File: src/rtl/fusion_pkg.sv
// fusion_pkg: shared state encoding and default widths for the fusion datapath
package fusion_pkg;
   localparam int FUSION_PROD_W = 16;
   localparam int DEF_PSUM_W    = FUSION_PROD_W;
   localparam int DEF_ACC_W     = 32;
   localparam int DEF_CNT_W     = 8;
   typedef enum logic [1:0] {IDLE, ACCUM, DONE} state_t;
endpackage

File: src/rtl/psum_acc_adder.sv
// psum_acc_adder: extends a partial product to accumulator width and adds it, flagging overflow
//   i_psum   partial product from the fusion unit
//   i_acc    running accumulator value
//   i_signed 1 = operands are two's complement
//   o_sum    wrapped sum, ACC_W bits
//   o_ovf    signed or unsigned overflow of this addition
module psum_acc_adder #(
   parameter int PSUM_W = 16,
   parameter int ACC_W  = 32
) (
   input  logic [PSUM_W-1:0] i_psum,
   input  logic [ACC_W-1:0]  i_acc,
   input  logic              i_signed,
   output logic [ACC_W-1:0]  o_sum,
   output logic              o_ovf
);
   logic [ACC_W-1:0] w_ext;
   logic             w_carry;
   always_comb begin
      w_ext = i_signed ? {{(ACC_W-PSUM_W){i_psum[PSUM_W-1]}}, i_psum} : {{(ACC_W-PSUM_W){1'b0}}, i_psum};
      {w_carry, o_sum} = {1'b0, i_acc} + {1'b0, w_ext};
      // signed: like-signed operands producing a result of the other sign
      o_ovf = i_signed ? (i_acc[ACC_W-1] == w_ext[ACC_W-1]) && (o_sum[ACC_W-1] != i_acc[ACC_W-1]) : w_carry;
   end
endmodule

File: src/rtl/fusion_psum_accumulator.sv
// fusion_psum_accumulator: sums a programmed number of fusion-unit products and hands the result downstream
//   cfg_start/cfg_num_terms/cfg_signed  run configuration, honoured only when idle
//   psum_in/psum_valid/psum_ready       incoming products (ready depends on state only)
//   acc_out/acc_out_valid/acc_out_ready result port, held until accepted
//   busy                                any state other than IDLE
//   overflow                            sticky overflow of the current run
module fusion_psum_accumulator
   import fusion_pkg::*;
#(
   parameter int PSUM_W = DEF_PSUM_W,
   parameter int ACC_W  = DEF_ACC_W,
   parameter int CNT_W  = DEF_CNT_W
) (
   input  logic              clk,
   input  logic              rst,
   input  logic              cfg_start,
   input  logic [CNT_W-1:0]  cfg_num_terms,
   input  logic              cfg_signed,
   input  logic [PSUM_W-1:0] psum_in,
   input  logic              psum_valid,
   output logic              psum_ready,
   output logic [ACC_W-1:0]  acc_out,
   output logic              acc_out_valid,
   input  logic              acc_out_ready,
   output logic              busy,
   output logic              overflow
);
   state_t           r_state;
   logic [ACC_W-1:0] r_acc, r_acc_out;
   logic [CNT_W-1:0] r_count, r_num;
   logic             r_signed, r_valid, r_ovf;
   logic [ACC_W-1:0] w_sum;
   logic             w_ovf, w_last;

   psum_acc_adder #(.PSUM_W(PSUM_W), .ACC_W(ACC_W)) u_adder (
      .i_psum  (psum_in),
      .i_acc   (r_acc),
      .i_signed(r_signed),
      .o_sum   (w_sum),
      .o_ovf   (w_ovf)
   );

   assign psum_ready    = r_state == ACCUM;
   assign busy          = r_state != IDLE;
   assign acc_out       = r_acc_out;
   assign acc_out_valid = r_valid;
   assign overflow      = r_ovf;
   // r_num >= 1 whenever ACCUM is entered, so this never wraps
   assign w_last        = (r_count + CNT_W'(1)) == r_num;

   always_ff @(posedge clk) begin
      if (rst) begin
         r_state   <= IDLE;
         r_acc     <= '0;
         r_count   <= '0;
         r_num     <= '0;
         r_signed  <= 1'b0;
         r_acc_out <= '0;
         r_valid   <= 1'b0;
         r_ovf     <= 1'b0;
      end else begin
         case (r_state)
            IDLE: if (cfg_start) begin
               r_num    <= cfg_num_terms;
               r_signed <= cfg_signed;
               r_acc    <= '0;
               r_count  <= '0;
               r_ovf    <= 1'b0;
               if (cfg_num_terms == '0) begin
                  r_state   <= DONE;
                  r_acc_out <= '0;
                  r_valid   <= 1'b1;
               end else begin
                  r_state <= ACCUM;
               end
            end
            ACCUM: if (psum_valid && psum_ready) begin
               r_acc   <= w_sum;
               r_count <= r_count + CNT_W'(1);
               r_ovf   <= r_ovf | w_ovf;
               if (w_last) begin
                  r_state   <= DONE;
                  r_acc_out <= w_sum;
                  r_valid   <= 1'b1;
               end
            end
            DONE: if (acc_out_ready) begin
               r_state <= IDLE;
               r_valid <= 1'b0;
            end
            default: r_state <= IDLE;
         endcase
      end
   end
endmodule

File: config.mk
export PLATFORM = sky130hd
export DESIGN_NAME = fusion_psum_accumulator
export DESIGN_NICKNAME = d
export VERILOG_FILES = /design/src/rtl/fusion_pkg.sv /design/src/rtl/psum_acc_adder.sv /design/src/rtl/fusion_psum_accumulator.sv
export SDC_FILE = /design/constraint.sdc
export NUM_CORES = 1
export LEC_CHECK = 0
export ABC_CLOCK_PERIOD_IN_PS = 5000
export BUFFER_PORTS_ARGS = -buffer_cell sky130_fd_sc_hd__buf_2
export CELL_PAD_IN_SITES_DETAIL_PLACEMENT = 0
export CELL_PAD_IN_SITES_GLOBAL_PLACEMENT = 1
export CORE_UTILIZATION = 38
export DETAILED_ROUTE_END_ITERATION = 10
export PLACE_DENSITY_LB_ADDON = 0.3
export SLEW_MARGIN = 20
export SYNTH_ARGS = -nofsm -noshare
export SYNTH_HDL_FRONTEND = slang
export SYNTH_HIERARCHICAL = 1
export SYNTH_SLANG_ARGS = --single-unit
File: constraint.sdc
create_clock -name clk -period 5 [get_ports clk]
set_input_delay 1 -clock clk [delete_from_list [all_inputs] [get_ports clk]]
set_output_delay 1 -clock clk [all_outputs]
set_load 0.01 [all_outputs]
**Word level (Yosys, flattened, before mapping)**

Cells that the tools add are included.

- Input bits: 30
- Logic and storage cells: 61
- Bits in registers: 85
- Output and inout bits: 36

- Equality and inequality tests: 10
- Add/sub/neg operators: 2
- Multiplexer cells: 28
- Bitwise logic cells: 1
- Reductions and logical operators: 12

Operator list:

| cell | number |
|---|---|
| 32-bit two-way mux | 7 |
| 32-bit one-hot mux with 2 select lines | 2 |
| 32-bit by 32-bit adder with 33-bit output | 1 |
| 8-bit two-way mux | 2 |
| 8-bit one-hot mux with 2 select lines | 1 |
| 2-bit two-way mux | 5 |
| 8-bit by 1-bit adder with 8-bit output, second input constant | 1 |
| 8-bit == test | 1 |
| 8-bit logical NOT | 1 |
| 1-bit two-way mux | 8 |
| 2-bit inequality test, second input constant | 3 |
| 2-bit one-hot mux with 3 select lines | 1 |
| 6-bit AND reduction | 1 |
| 5-bit AND reduction | 1 |
| 2-bit by 1-bit inequality test with 1-bit output, second input constant | 2 |
| 4-bit AND reduction | 1 |
| 2-bit nonzero test | 2 |
| 1-bit one-hot mux with 3 select lines | 1 |
| 3-bit AND reduction | 1 |
| 3-bit nonzero test | 1 |
| 2-bit by 1-bit == test with 1-bit output, second input constant | 1 |
| 2-bit == test, second input constant | 1 |
| 1-bit logical AND | 2 |
| 2-bit logical NOT | 1 |
| other kinds (5) | 5 |

**Depth between registers and ports, before layout**

- Word-level depth: 8
- Gate-level depth with buffers: 12
- Depth with buffers taken out: 12

**Cells and area by module**

Netlist, hierarchy kept.

By module, submodules not included:

| module | area each (µm²) | times used | sequential area each (µm²) | cells each |
|---|---|---|---|---|
| fusion_psum_accumulator | 3221.8 | 1 | 1701.6 | 331 |
| psum_acc_adder | 1724.2 | 1 | 0.0 | 258 |

**Worst setup path after synthesis**

Ideal clock, no wire load.

- Path type: input-to-reg
- Start: input psum_in[0]
- End: register r_acc[28]
- Path buffers: 0
- Data required time: 4.872 ns
- Setup time: 0.128 ns
- Setup slack: 1.762 ns
- Arrival: 3.110 ns
- Stages: 12
- Cells stage by stage: ha_1 inv_1 fa_1 nand2b_1 a21oi_1 o211ai_1 a211oi_1 a31oi_1 a2bb2oi_1 xnor2_1 a22oi_1 nor2_1

- Word-level cells in the longest chain between the ends: 4

RTL lines:

| element | RTL line | text |
|---|---|---|
| from (decl) | fusion_psum_accumulator.sv:19 | `input logic [PSUM_W-1:0] psum_in,` |
| 32-bit two-way mux | psum_acc_adder.sv:20 | `w_ext = i_signed ? {{(ACC_W-PSUM_W){i_psum[PSUM_W-1]}}, i_psum} : {{(ACC_W-PSUM_W){1'b0}}, i_psum};` |
| 32-bit by 32-bit adder with 33-bit output | psum_acc_adder.sv:21 | `{w_carry, o_sum} = {1'b0, i_acc} + {1'b0, w_ext};` |
| via w_sum[28] | fusion_psum_accumulator.sv:32 | `logic [ACC_W-1:0] w_sum;` |
| 32-bit two-way mux | fusion_psum_accumulator.sv:77 | `ACCUM: if (psum_valid && psum_ready) begin` |
| 32-bit one-hot mux with 2 select lines | fusion_psum_accumulator.sv:62 | `case (r_state)` |
| to (signal assigned) | fusion_psum_accumulator.sv:78 | `r_acc <= w_sum;` |
| to (decl) | fusion_psum_accumulator.sv:29 | `logic [ACC_W-1:0] r_acc, r_acc_out;` |

The timed path passes the listed nets, and every way through them passes these cells. The select of a mux whose other input is x is not followed.
A chain may end at the register's enable or synchronous reset.

**Worst setup path after layout**

- Start: input psum_in[0]
- End: register r_acc[30]

The elaborated chain is that of the path after synthesis.

==> key figures <==
Clock tree
  – Setup repair bufs after CTS: 0
  – Clk_lat worst skew: 0.35 ns
  – Root Buffer Master: clkbuf_16
  – Number of buffers created by CTS: 9
  – CTS Sinks: 85
  – Resized cells post-CTS: 0
  – TritonCTS clock tree: done
  – Hold buffer count at CTS: 0
  – Max clock buf depth: 2
  – Clock transition at path regs: 0.06 ns
  – H-tree depth: 3

Worst setup path
  – RR Startpoint: r_acc[0]
  – Worst setup EP type: register
  – Reg-to-reg slack, setup: 1.92 ns
  – RR Endpoint: r_acc[30]
  – Worst r2r path cells: 12
  – CP required: 5.28 ns
  – Largest fanout on the critical path: 4
  – Critical Path Source Type: primary input
  – CP Data Arrival Time: 3.75 ns
  – Crit Path Class: primary input to register

Layout
  – Post-layout util: 44.3%
  – Most frequent cells in the layout: dfxtp_1 (85), nor2_1 (65), buf_2 (65), nand2_1 (53), a21oi_1 (42)
  – Antenna cells: 0
  – Commonest non-fill, non-tap cell in the layout: dfxtp_1
  – Nets: 684
  – P&R area growth vs syn: 13.6%
  – Share of cells above drive strength 1: 15.6%
  – Non-Filler Instances: 811

Die
  – Die ar.: 0.0135 mm²
  – IO Pins: 66
  – Die Wd: 116 µm
  – Initial core utilization: 39.0%
  – Row cnt: 41
  – CORE AREA: 0.0127 mm²
  – Die H: 116 µm

Timing
  – RSZ-0062 raised after global routing: no
  – Worst Clk Skew: 0.00507 ns
  – Final Hold Fails: 0
  – Max-Slew Margin vs Limit: 40.4%
  – Setup WS post-layout: 1.53 ns
  – Peak Freq: 288 MHz
  – Final max-slew violation count: 0
  – Worst Tran Pin Value: 0.894 ns
  – Crit share post-route: 69.4%
  – Setup Viol. Count Final: 0
  – Setup_tns: 0 ns
  – Hold WS: 0.467 ns
  – Fin crit period: 3.47 ns

Worst hold path
  – Hold EP: acc_out[8]
  – Hold Path Class: register to register
  – Hold path depth: 1
  – Hold Path Origin: acc_out[8]

Outcome
  – Outcome: complete, no violations

Synth
  – Synth Warn #: 6
  – Syn avg cell area: 8.40 µm²
  – Syn_nets: 639
  – Yosys cell types: 68
  – Seq/Total Area, Yosys: 34.4%
  – Post-Syn Area: 0.00495 mm²
  – Post-synthesis instance total: 589
  – #FFs+latches synth: 85
  – Post-synth top flop: dfxtp_1
  – Post-synth EDFFs: 0
  – Asr flop ratio synth: 0%

Placed design
  – Dpl ws: 1.14 ns
  – Gpl congestion: 0.850
  – Port bufs: 65
  – Detailed Place HPWL: 9.16 mm
  – Placed Cells incl. Taps: 795

Global route
  – Initial antenna violation count: 0
  – Total GRT Usage: 20.2%
  – Total grt overflow: 0
  – Vias in the first global route: 4281
  – First-pass GRT wire length: 21.1 mm
  – Largest net degree at the start of global routing: 44

Routing
  – DRC: 0
  – Avg WL per Cell: 16.0 µm
  – DRT Pass-1 Iters: 5
  – Antenna-violating nets left: 0
  – Vias per inst: 5.49
  – Final WL: 12.9 mm
  – Via Count: 4455
  – Initial DRC Count: 217

Power and ir drop
  – PD cells: 292 mW/mm²
  – Pleak: 2.42 nW
  – Maximum vdd drop: 0.145 mV

Run
  – Max Cap Viol: 0
-- cell type report --
class | count | area, µm²
clock buffers | 12 | 267
clock inverters | 4 | 45.0
fillers | 1271 | 7050
inverters | 18 | 67.6
multi-input cells | 450 | 2960
flip-flops and latches | 85 | 1700
well taps | 172 | 215
repair buffers | 70 | 363
-- registers in the layout (all words and copies together), names as in the netlist --
register / count
acc_out: 32
r_acc: 32
r_count: 8
r_num: 8
r_state: 2
acc_out_valid: 1
overflow: 1
r_signed: 1
-- critical path: stages --
cell      delay (ns)
buf_2           0.08
ha_1            0.17
inv_1           0.06
fa_1            0.40
nand2b_1        0.19
a21oi_1         0.21
o211ai_1        0.19
a211oi_1        0.56
a31oi_1         0.24
mux2i_1         0.21
xor2_1          0.21
a22oi_1         0.11
nor2_1          0.13
-- cells in the mapped netlist (3+ instances only) --
cell type,count,area [µm²]
o41ai_1,3,26.3
and2_1,7,43.8
nand3_1,13,65.1
inv_1,17,63.8
nand4_1,7,43.8
clkbuf_1,21,78.8
xor2_1,14,123
buf_8,3,45.0
o211ai_1,7,52.6
nor3_1,12,60.1
nand2_1,53,199
ha_1,19,238
a22oi_1,33,248
a21boi_0,3,22.5
o22ai_1,3,18.8
o31ai_1,3,22.5
nand2b_1,4,25.0
a31oi_1,4,25.0
o21ai_0,21,105
dfxtp_1,85,1700
buf_4,4,30.0
xnor2_1,27,236
or3_1,4,25.0
mux2i_1,7,70.1
nor4_1,4,25.0
a21oi_1,42,210
buf_6,4,45.0
a21o_1,9,67.6
a22o_1,32,280
nor2_1,65,244
a211oi_1,5,37.5
nor2b_1,3,18.8
and3_1,6,37.5
-- kinds of logic (layout without fill, tap and decap cells) --
family / count (synthesis) / count (layout) / synth area share [%]
AO/OA/AOI/OAI: 190 / 190 / 27.3
XOR/XNOR: 41 / 41 / 7.26
adder cells (fa/ha/maj): 20 / 20 / 5.21
buffers and inverters: 54 / 104 / 5.74
flip-flops: 85 / 85 / 34.4
multiplexers: 7 / 7 / 1.42
AND/OR/NAND/NOR: 192 / 192 / 18.6
-- metal layers --
metal / GRT usage (%) / vias to the layer above / part of all wire, %
met5: 0 / - / 0
met4: 8.63 / 0 / 1.8
met3: 3.45 / 14 / 4.5
met2: 32.9 / 101 / 46
met1: 26.2 / 2089 / 47
li1: - / 2251 / -
-- report_power, final --
| part | internal (mW) | switching, mW | total (mW) | leakage [nW] |
|---|---|---|---|---|
| registers | 0.695 | 0.0166 | 0.711 | 0.688 |
| clock network | 0.425 | 0.268 | 0.692 | 0.158 |
| logic | 0.0863 | 0.151 | 0.237 | 1.57 |
-- worst max-delay path by stage --
stage / startpoint / to
after global placement: psum_in[0] / r_acc[28]
after CTS: psum_in[0] / r_acc[30]
after global routing: psum_in[0] / r_acc[30]
after detailed placement: psum_in[0] / r_acc[30]
after floorplan: psum_in[0] / r_acc[28]
final: psum_in[0] / r_acc[30]
-- through the flow --
step	instance area, µm²	power [mW]
final	5620	1.64
after global routing	5620	1.71
after CTS	5620	1.66
after detailed placement	5310	0.963
after global placement	5310	0.960
after floorplan	4950	0.898
No activity file was read; power rests on OpenSTA's default activity.
